===== config.mk =====
export PLATFORM = sky130hd
export DESIGN_NAME = div_p3_flat
export DESIGN_NICKNAME = d
export VERILOG_FILES = /design/src/rtl/div_p3_pkg.sv /design/src/rtl/div_p3_if.sv /design/src/rtl/div_p3_rne.sv /design/src/rtl/div_p3.sv /design/src/flat_wrapper.sv
export SDC_FILE = /design/constraint.sdc
export NUM_CORES = 1
export LEC_CHECK = 0
export BUFFER_PORTS_ARGS = -buffer_cell sky130_fd_sc_hd__buf_2
export CAP_MARGIN = 40
export CELL_PAD_IN_SITES_DETAIL_PLACEMENT = 0
export CELL_PAD_IN_SITES_GLOBAL_PLACEMENT = 1
export CORE_ASPECT_RATIO = 1.5
export CORE_MARGIN = 4
export CORE_UTILIZATION = 46
export CTS_BUF_LIST = sky130_fd_sc_hd__clkbuf_2 sky130_fd_sc_hd__clkbuf_4 sky130_fd_sc_hd__clkbuf_8
export CTS_CLUSTER_SIZE = 24
export DETAILED_ROUTE_END_ITERATION = 8
export GPL_ROUTABILITY_DRIVEN = 0
export PLACE_DENSITY = 0.82
export SYNTH_ARGS = -nofsm -noshare
export SYNTH_HDL_FRONTEND = slang
export SYNTH_SLANG_ARGS = --single-unit

===== constraint.sdc =====
create_clock -name clk -period 4.6 [get_ports clk]
set_input_delay 0.46 -clock clk [delete_from_list [all_inputs] [get_ports clk]]
set_output_delay 0.46 -clock clk [all_outputs]
set_load 0.1 [all_outputs]

===== src/rtl/div_p3_pkg.sv =====
// Shared definitions for the FP divider back-end: FSM encoding, iteration
// length and IEEE-754 single-precision constants.
package fp_div_pkg;

    // Quotient bits per division: 1 integer + 23 fraction + 2 normalize/guard
    localparam int QBITS = 26;

    // Largest biased exponent; reaching it means the result is infinite
    localparam int EXP_MAX = 255;

    // Magnitude bits of +/-infinity (sign is prepended separately)
    localparam logic [30:0] FP_INF_MAG = 31'h7F800000;

    typedef enum logic [1:0] {
        ST_IDLE  = 2'd0,
        ST_DIV   = 2'd1,
        ST_ROUND = 2'd2,
        ST_DONE  = 2'd3
    } state_e;

endpackage


===== src/rtl/div_p3_if.sv =====
// Operand/result handshake bundle between the divider normalization stage,
// this back-end stage and the FPU writeback.
interface div_p3_if #(
    parameter int MANT_W = 24,
    parameter int EXP_W  = 9
);
    logic              in_valid;
    logic              in_ready;
    logic              sign_in;
    logic [EXP_W-1:0]  exp_in;
    logic [MANT_W-1:0] mant_a_in;
    logic [MANT_W-1:0] mant_b_in;
    logic              out_valid;
    logic              out_ready;
    logic [31:0]       result;
    logic              overflow;
    logic              underflow;
    logic              inexact;

    // The divider stage itself
    modport slave (
        input  in_valid, sign_in, exp_in, mant_a_in, mant_b_in, out_ready,
        output in_ready, out_valid, result, overflow, underflow, inexact
    );

    // Whoever feeds operands and consumes results
    modport master (
        output in_valid, sign_in, exp_in, mant_a_in, mant_b_in, out_ready,
        input  in_ready, out_valid, result, overflow, underflow, inexact
    );
endinterface


===== src/rtl/div_p3_rne.sv =====
// Combinational normalize, round-to-nearest-even and IEEE-754 single pack
// of a raw restoring-division quotient.
module div_rne_pack #(
    parameter int MANT_W = 24,
    parameter int EXP_W  = 9,
    parameter int QBITS  = fp_div_pkg::QBITS
) (
    input  logic [QBITS-1:0] i_q,
    input  logic             i_rem_nz,
    input  logic [EXP_W-1:0] i_exp,
    input  logic             i_sign,
    output logic [31:0]      o_result,
    output logic             o_overflow,
    output logic             o_underflow,
    output logic             o_inexact
);
    import fp_div_pkg::*;

    localparam logic signed [EXP_W:0] E_ONE  = (EXP_W+1)'(1);
    localparam logic signed [EXP_W:0] E_ZERO = '0;
    localparam logic signed [EXP_W:0] E_MAX  = (EXP_W+1)'(EXP_MAX);

    logic                    w_hi;
    logic [MANT_W-2:0]       w_frac;
    logic                    w_g;
    logic                    w_s;
    logic signed [EXP_W:0]   w_exp_ext;
    logic signed [EXP_W:0]   w_e_norm;
    logic                    w_round_up;
    logic [MANT_W-1:0]       w_frac_rnd;
    logic                    w_carry;
    logic signed [EXP_W:0]   w_e_fin;
    logic                    w_ovf;
    logic                    w_unf;

    // Quotient lies in (0.5, 2): the top bit picks which window holds the
    // mantissa. The hidden bit is implied, so only the fraction is kept.
    assign w_hi      = i_q[QBITS-1];
    assign w_frac    = w_hi ? i_q[QBITS-2:2] : i_q[QBITS-3:1];
    assign w_g       = w_hi ? i_q[1] : i_q[0];
    assign w_s       = w_hi ? (i_q[0] | i_rem_nz) : i_rem_nz;
    assign w_exp_ext = {i_exp[EXP_W-1], i_exp};
    assign w_e_norm  = w_hi ? w_exp_ext : (w_exp_ext - E_ONE);

    // A carry out of the fraction means the mantissa reached 2.0; the
    // fraction bits are then already zero, i.e. 1.0 with exponent bumped.
    assign w_round_up = w_g & (w_s | w_frac[0]);
    assign w_frac_rnd = {1'b0, w_frac} + {{(MANT_W-1){1'b0}}, w_round_up};
    assign w_carry    = w_frac_rnd[MANT_W-1];
    assign w_e_fin    = w_carry ? (w_e_norm + E_ONE) : w_e_norm;

    assign w_ovf = (w_e_fin >= E_MAX);
    assign w_unf = (w_e_fin <= E_ZERO);

    // Final packing with saturation to infinity or flush to zero
    always_comb begin
        o_result    = {i_sign, w_e_fin[7:0], w_frac_rnd[MANT_W-2:0]};
        o_overflow  = 1'b0;
        o_underflow = 1'b0;
        o_inexact   = w_g | w_s;
        if (w_ovf) begin
            o_result   = {i_sign, FP_INF_MAG};
            o_overflow = 1'b1;
            o_inexact  = 1'b1;
        end else if (w_unf) begin
            o_result    = {i_sign, 31'h0};
            o_underflow = 1'b1;
            o_inexact   = 1'b1;
        end
    end

endmodule


===== src/rtl/div_p3.sv =====
// Back-end stage of the pipelined single-precision FP divider: iterative
// restoring mantissa division followed by normalize/round/pack.
//
//   state    | meaning
//   ---------+--------------------------------------------------------
//   IDLE     | ready for operands; accept latches them and clears q/R
//   DIV      | one quotient bit per cycle, MSB first, QBITS cycles
//   ROUND    | register packed result and flags
//   DONE     | result valid and held until the consumer takes it
module div_p3 #(
    parameter int MANT_W = 24,
    parameter int EXP_W  = 9,
    parameter int QBITS  = fp_div_pkg::QBITS
) (
    input  logic    clk,
    input  logic    rst_n,
    div_p3_if.slave bus
);
    import fp_div_pkg::*;

    localparam int CNT_W = $clog2(QBITS);
    localparam logic [CNT_W-1:0] CNT_LAST = CNT_W'(QBITS - 1);

    localparam logic [1:0] S_IDLE  = ST_IDLE;
    localparam logic [1:0] S_DIV   = ST_DIV;
    localparam logic [1:0] S_ROUND = ST_ROUND;
    localparam logic [1:0] S_DONE  = ST_DONE;

    logic [1:0]        r_state;
    logic [1:0]        w_state_nxt;
    logic [CNT_W-1:0]  r_cnt;
    logic [MANT_W:0]   r_rem;
    logic [MANT_W-1:0] r_b;
    logic [QBITS-1:0]  r_q;
    logic              r_sign;
    logic [EXP_W-1:0]  r_exp;
    logic              r_in_ready;
    logic              r_out_valid;
    logic [31:0]       r_result;
    logic              r_ovf;
    logic              r_unf;
    logic              r_inx;

    logic              w_accept;
    logic              w_ge;
    logic [MANT_W-1:0] w_diff;
    logic [MANT_W:0]   w_rem_nxt;
    logic [31:0]       w_pack_result;
    logic              w_pack_ovf;
    logic              w_pack_unf;
    logic              w_pack_inx;

    assign w_accept = (r_state == S_IDLE) && r_in_ready && bus.in_valid;

    // Restoring step. R stays below 2B, so when R >= B the difference fits
    // in MANT_W bits and the left shift never loses a set bit.
    assign w_ge      = (r_rem >= {1'b0, r_b});
    assign w_diff    = r_rem[MANT_W-1:0] - r_b;
    assign w_rem_nxt = w_ge ? {w_diff, 1'b0} : {r_rem[MANT_W-1:0], 1'b0};

    // Next-state decode
    always_comb begin
        w_state_nxt = r_state;
        case (r_state)
            S_IDLE:  if (w_accept) w_state_nxt = S_DIV;
            S_DIV:   if (r_cnt == CNT_LAST) w_state_nxt = S_ROUND;
            S_ROUND: w_state_nxt = S_DONE;
            S_DONE:  if (bus.out_ready) w_state_nxt = S_IDLE;
            default: w_state_nxt = S_IDLE;
        endcase
    end

    // State register; in_ready is registered so it stays low during reset
    // and rises together with the return to IDLE.
    always_ff @(posedge clk or negedge rst_n) begin
        if (!rst_n) begin
            r_state    <= S_IDLE;
            r_in_ready <= 1'b0;
        end else begin
            r_state    <= w_state_nxt;
            r_in_ready <= (w_state_nxt == S_IDLE);
        end
    end

    // Operand latch and division iteration datapath
    always_ff @(posedge clk or negedge rst_n) begin
        if (!rst_n) begin
            r_cnt  <= '0;
            r_rem  <= '0;
            r_b    <= '0;
            r_q    <= '0;
            r_sign <= 1'b0;
            r_exp  <= '0;
        end else if (w_accept) begin
            r_cnt  <= '0;
            r_rem  <= {1'b0, bus.mant_a_in};
            r_b    <= bus.mant_b_in;
            r_q    <= '0;
            r_sign <= bus.sign_in;
            r_exp  <= bus.exp_in;
        end else if (r_state == S_DIV) begin
            r_cnt  <= r_cnt + 1'b1;
            r_rem  <= w_rem_nxt;
            r_q    <= {r_q[QBITS-2:0], w_ge};
        end
    end

    div_rne_pack #(
        .MANT_W (MANT_W),
        .EXP_W  (EXP_W),
        .QBITS  (QBITS)
    ) u_rne (
        .i_q         (r_q),
        .i_rem_nz    (|r_rem),
        .i_exp       (r_exp),
        .i_sign      (r_sign),
        .o_result    (w_pack_result),
        .o_overflow  (w_pack_ovf),
        .o_underflow (w_pack_unf),
        .o_inexact   (w_pack_inx)
    );

    // Result registers: loaded in ROUND, held through DONE until accepted
    always_ff @(posedge clk or negedge rst_n) begin
        if (!rst_n) begin
            r_out_valid <= 1'b0;
            r_result    <= '0;
            r_ovf       <= 1'b0;
            r_unf       <= 1'b0;
            r_inx       <= 1'b0;
        end else if (r_state == S_ROUND) begin
            r_out_valid <= 1'b1;
            r_result    <= w_pack_result;
            r_ovf       <= w_pack_ovf;
            r_unf       <= w_pack_unf;
            r_inx       <= w_pack_inx;
        end else if ((r_state == S_DONE) && bus.out_ready) begin
            r_out_valid <= 1'b0;
        end
    end

    assign bus.in_ready  = r_in_ready;
    assign bus.out_valid = r_out_valid;
    assign bus.result    = r_result;
    assign bus.overflow  = r_ovf;
    assign bus.underflow = r_unf;
    assign bus.inexact   = r_inx;

endmodule


===== src/flat_wrapper.sv =====
// flat-port wrapper written by rule: the top's interface ports become plain ports
module div_p3_flat import fp_div_pkg::*;
#(
    parameter int MANT_W = 24,
    parameter int EXP_W  = 9,
    parameter int QBITS  = fp_div_pkg::QBITS
)
  (clk, rst_n, bus_in_valid, bus_sign_in, bus_exp_in, bus_mant_a_in, bus_mant_b_in, bus_out_ready, bus_in_ready, bus_out_valid, bus_result, bus_overflow, bus_underflow, bus_inexact);
  div_p3_if #(.MANT_W(MANT_W), .EXP_W(EXP_W)) bus_i ();
  input  logic clk;
  input  logic rst_n;
  input wire logic [$bits(bus_i.in_valid)-1:0] bus_in_valid;
  input wire logic [$bits(bus_i.sign_in)-1:0] bus_sign_in;
  input wire logic [$bits(bus_i.exp_in)-1:0] bus_exp_in;
  input wire logic [$bits(bus_i.mant_a_in)-1:0] bus_mant_a_in;
  input wire logic [$bits(bus_i.mant_b_in)-1:0] bus_mant_b_in;
  input wire logic [$bits(bus_i.out_ready)-1:0] bus_out_ready;
  output wire logic [$bits(bus_i.in_ready)-1:0] bus_in_ready;
  output wire logic [$bits(bus_i.out_valid)-1:0] bus_out_valid;
  output wire logic [$bits(bus_i.result)-1:0] bus_result;
  output wire logic [$bits(bus_i.overflow)-1:0] bus_overflow;
  output wire logic [$bits(bus_i.underflow)-1:0] bus_underflow;
  output wire logic [$bits(bus_i.inexact)-1:0] bus_inexact;
  assign bus_i.in_valid = bus_in_valid;
  assign bus_i.sign_in = bus_sign_in;
  assign bus_i.exp_in = bus_exp_in;
  assign bus_i.mant_a_in = bus_mant_a_in;
  assign bus_i.mant_b_in = bus_mant_b_in;
  assign bus_i.out_ready = bus_out_ready;
  assign bus_in_ready = bus_i.in_ready;
  assign bus_out_valid = bus_i.out_valid;
  assign bus_result = bus_i.result;
  assign bus_overflow = bus_i.overflow;
  assign bus_underflow = bus_i.underflow;
  assign bus_inexact = bus_i.inexact;
  div_p3 #(.MANT_W(MANT_W), .EXP_W(EXP_W), .QBITS(QBITS)) u_core (.clk(clk), .rst_n(rst_n), .bus(bus_i));
endmodule

==> out/results.env <==
CTS-ROOT-TO-SINK-BUFFERS=2
PORTBUFFERS=98
CTS-HOLD-FIX-BUFFERS=0
DRT-WIRELENGTH-PER-CELL_UM=16.7
MAXCLOCKFREQUENCY_MHz=250
TIMING.REG2REG.WORST_PATH_DEPTH=13
MAXCAPVIOLATIONS=0
GRT_MAX_DEGREE=116
RR_ENDPOINT='u_core.bus.result[28]$_DFFE_PN0P_'
REG2REG_SLACK_NS=0.59
LAYOUT_COMMON_CELLS='nand2_1 (136), dfrtp_1 (129), buf_2 (97), o21ai_0 (95), nor2_1 (43)'
NUM_VIAS=6946
START_UTIL_PCT=47.1
MAX-VDD-IR-DROP_mV=0.397
ROW_COUNT=59
GRT_UTIL_ALL_LAYERS_PCT=21.0
P_PER_AREA_nW_PER_UM2=840
REMAINING_DRCS=0
DETAILEDROUTE.FIRSTPASSITERATIONCOUNT=5
SETUP_VIOLATIONS=0
POSTPLACECELLAREA_UM2=8920
PWR-SHARE-SEQ_PCT=27.2
FLOORPLAN.CORE_AREA_UM2=17500
SEQUENTIAL_TO_TOTAL_AREA_SHARE_FROM_YOSYS_STAT_PCT=39.2
WORST_SKEW_PAIR.LATE_LATENCY_NS=0.45
SYNTH_LARGEST_AREA_CELL='dfrtp_1'
SWITCHING_SHARE_PCT=50.2
WORST-SETUP-PATH-TYPE='reg -> reg'
SYN_AVG_CELL_AREA_UM2=8.93
TIMING.CRITICAL_PATH.TO='u_core.bus.result[28]$_DFFE_PN0P_'
MOST_INSTANTIATED_FLIP_FLOP_CELL_IN_THE_SYNTHESIS_NETLIST='dfrtp_1'
SYN-INSTANCE-COUNT=923
STATUS='completed'
POST_SYNTH_INSTANCE_AREA_UM2=8250
TIMING_WORST_SLEW_PIN_VALUE_NS=0.756
N_ANTENNA_CELL=0
SYNTH_ENABLE_FLOP_CELLS=0
SYNTH_WARNINGS=0
COMBINATIONAL_CELL_FRACTION_OF_TOTAL_POWER_PCT=60.0
POWER.LEAKAGE_nW=4.19
SYNTH.NET_COUNT=1015
FIN_AREA_UM2=9320
ROUTE.DETAILED.VIAS_PER_INST=5.69
FINAL_ANTENNA_NET_COUNT=0
MAXSLEWHEADROOM_PCT=49.6
FIRST_ITER_VIOLATIONS=320
CRITICAL_PATH.STARTPOINT_TYPE='flop'
DIE_H_UM=172
POWER.SHARE.CLOCK_PCT=12.7
GRT_PASS1_WL_UM=34700
TOTAL_AREA_OF_SEQUENTIAL_CELLS_UM2=3230
CRITICAL_PATH_ORIGIN='u_core.r_exp[0]$_DFFE_PN0P_'
CRIT_PATH_END_KIND='flop'
SYNTH.TOP_CELLS.BY_AREA='dfrtp_1 (39%), nand2_1 (6.2%), o21ai_0 (5.8%)'
LAYOUT.CELLS.MOST_COMMON='nand2_1'
LAYOUT_CELL_SHARE_WITH_DRIVE_STRENGTH_BEYOND_1_PCT=17.6
WORST_SKEW_NS=0.0187
CRITPATHREQUIREDTIME_NS=4.91
CRITICAL_PATH.MAX_FANOUT=11
TOTAL_POWER_mW=7.83
WORST_SETUP_HOLD_PATH_CLK_SLEW_NS=0.08
POST_CTS_BUFFERS=0
HP-CLASS='in -> async'
TRITONCTS='done'
ROUTED_WL_UM=20400
GRT_SETUP_UNREPAIRED='false'
GRT.OVERFLOW.TOTAL=0
TRITONCTS_NUM_SINKS=129
FINAL_PERIOD_MINUS_WORST_SETUP_SLACK_NS=4.01
ANTENNA_FOUND_INITIAL=0
MULTI_INPUT_COMB_AREA_UM2=4650
SYNTH_UNIQUE_CELLS=70
NETSWITCHINGPOWER_mW=3.93
SYNTH_TOP_CELL_AREA_SHARE_PCT=39.2
POSTCTSRESIZEDCELLS=0
DIE-AREA_UM2=20200
FIRST_GLOBAL_VIAS=6899
CRIT-REG2REG-LAUNCH='u_core.r_exp[0]$_DFFE_PN0P_'
TRITONCTS.NUM_BUFFERS=17
DRV_SLEW=0
FINISH.NET_COUNT=1087
FINAL_HPWL_DP_UM=14600
DATA_ARRIVAL_CRITICAL_PATH_NS=4.32
BOUNDARYPINS=99
POSTSYNTHREGISTERBITS=129
FINAL.SETUP.TNS_NS=0
ASYNCSETRESETFLOPFRACSYNTH_PCT=100
CTS.HTREE.LEVELS=4
FILLER_CELL_COUNT=1698
CTS-ROOT-BUF='clkbuf_8'
DIE_WIDTH_UM=117
LAYOUT_WORST_PATH_CYCLE_SHARE_PCT=87.1
FINAL-HOLD-VIOLATION-COUNT=0
P_INT_mW=3.90
SYN2LAYOUT_AREA_GROWTH_PCT=13.1
-- cell families after synthesis --
family	after synthesis	share of synthesized area, %
AO/OA/AOI/OAI	258	20.7
adder cells (fa/ha/maj)	30	4.64
flip-flops	129	39.2
buffers and inverters	93	4.67
multiplexers	41	5.22
XOR/XNOR	70	7.44
AND/OR/NAND/NOR	302	18.1
-- stage by stage --
stage / worst slack, ns / util (%) / cells / hold WS [ns]
6_report: 0.594 / 53.3 / 1221 / 0.0595
5_1_grt: 0.198 / 53.3 / 1221 / 0.115
4_1_cts: 0.561 / 53.3 / 1221 / 0.0821
3_5_place_dp: 0.565 / 51.0 / 1189 / 0.462
3_3_place_gp: 0.579 / 50.8 / 1186 / 0.453
2_1_floorplan: 0.863 / - / 923 / 0.164
-- power by group through the flow --
stage	Sequential [mW]	Combinational, mW	Clock (mW)
detailed placement	2.14	4.70	0
floorplan	2.67	3.16	0
global route	2.22	5.22	1.07
global placement	2.14	4.66	0
finish	2.13	4.70	0.998
CTS	2.12	4.73	1.02
-- final cells by class --
cell class                      count  area share [%]
Multi-Input combinational cell    701            49.9
Sequential cell                   129            34.6
Timing Repair Buffer              112            6.98
Clock buffer                       20            2.89
Tap cell                          213            2.86
Clock inverter                     12            1.42
Inverter                           34            1.37
-- Yosys cell counts, types with 8 or more instances --
cell,count
nand2_1,136
dfrtp_1,129
o21ai_0,95
nor2_1,44
clkbuf_1,43
xor2_1,38
inv_1,34
xnor2_1,32
a22o_1,30
ha_1,29
a21oi_1,26
mux2i_1,25
nand3_1,21
a22oi_1,16
mux2_2,15
a21o_1,14
nand4_1,14
nor3_1,13
o21a_1,13
o22ai_1,11
nand2b_1,10
nor2b_1,10
a221o_1,8
a31oi_1,8
and3_1,8
-- worst min path at each step --
stage | slack [ns] | start | depth (start not counted) | to
global placement | 0.45 | u_core.bus.result[31]$_DFFE_PN0P_ | 2 | u_core.bus.result[31]$_DFFE_PN0P_
CTS | 0.08 | rst_n | 1 | u_core.bus.out_valid$_DFFE_PN0P_
floorplan | 0.16 | rst_n | 0 | u_core.bus.in_ready$_DFF_PN0_
finish | 0.06 | rst_n | 1 | u_core.bus.out_valid$_DFFE_PN0P_
global route | 0.12 | rst_n | 1 | u_core.bus.out_valid$_DFFE_PN0P_
detailed placement | 0.46 | u_core.bus.result[31]$_DFFE_PN0P_ | 2 | u_core.bus.result[31]$_DFFE_PN0P_
-- worst max-delay path, cell delays in order, from the launching register on --
cell	delay, ns
dfrtp_1	0.52
inv_1	0.10
ha_1	0.31
mux2_2	0.29
inv_1	0.06
ha_1	0.22
or4bb_1	0.48
o21ai_0	0.22
nand2_1	0.13
nor4b_2	0.31
xnor2_1	0.13
or4_1	0.56
o21ai_1	0.39
o22ai_1	0.15
-- layer usage --
layer,global-route usage [%],vias to the layer above,part of all wire [%]
li1,-,3460,-
met5,0,-,0
met3,3.17,30,3.1
met2,38.9,114,54
met4,6.74,0,1.8
met1,25.1,3342,41
-- sequential cells by signal, indices dropped and copies added, names as in the netlist, 2 cells and up --
name               count
u_core.bus.result     32
u_core.r_cnt           5
u_core.r_b            24
u_core.r_exp           9
u_core.r_rem          25
u_core.r_q            26
u_core.r_state         2
(Power assumes the default switching activity.)
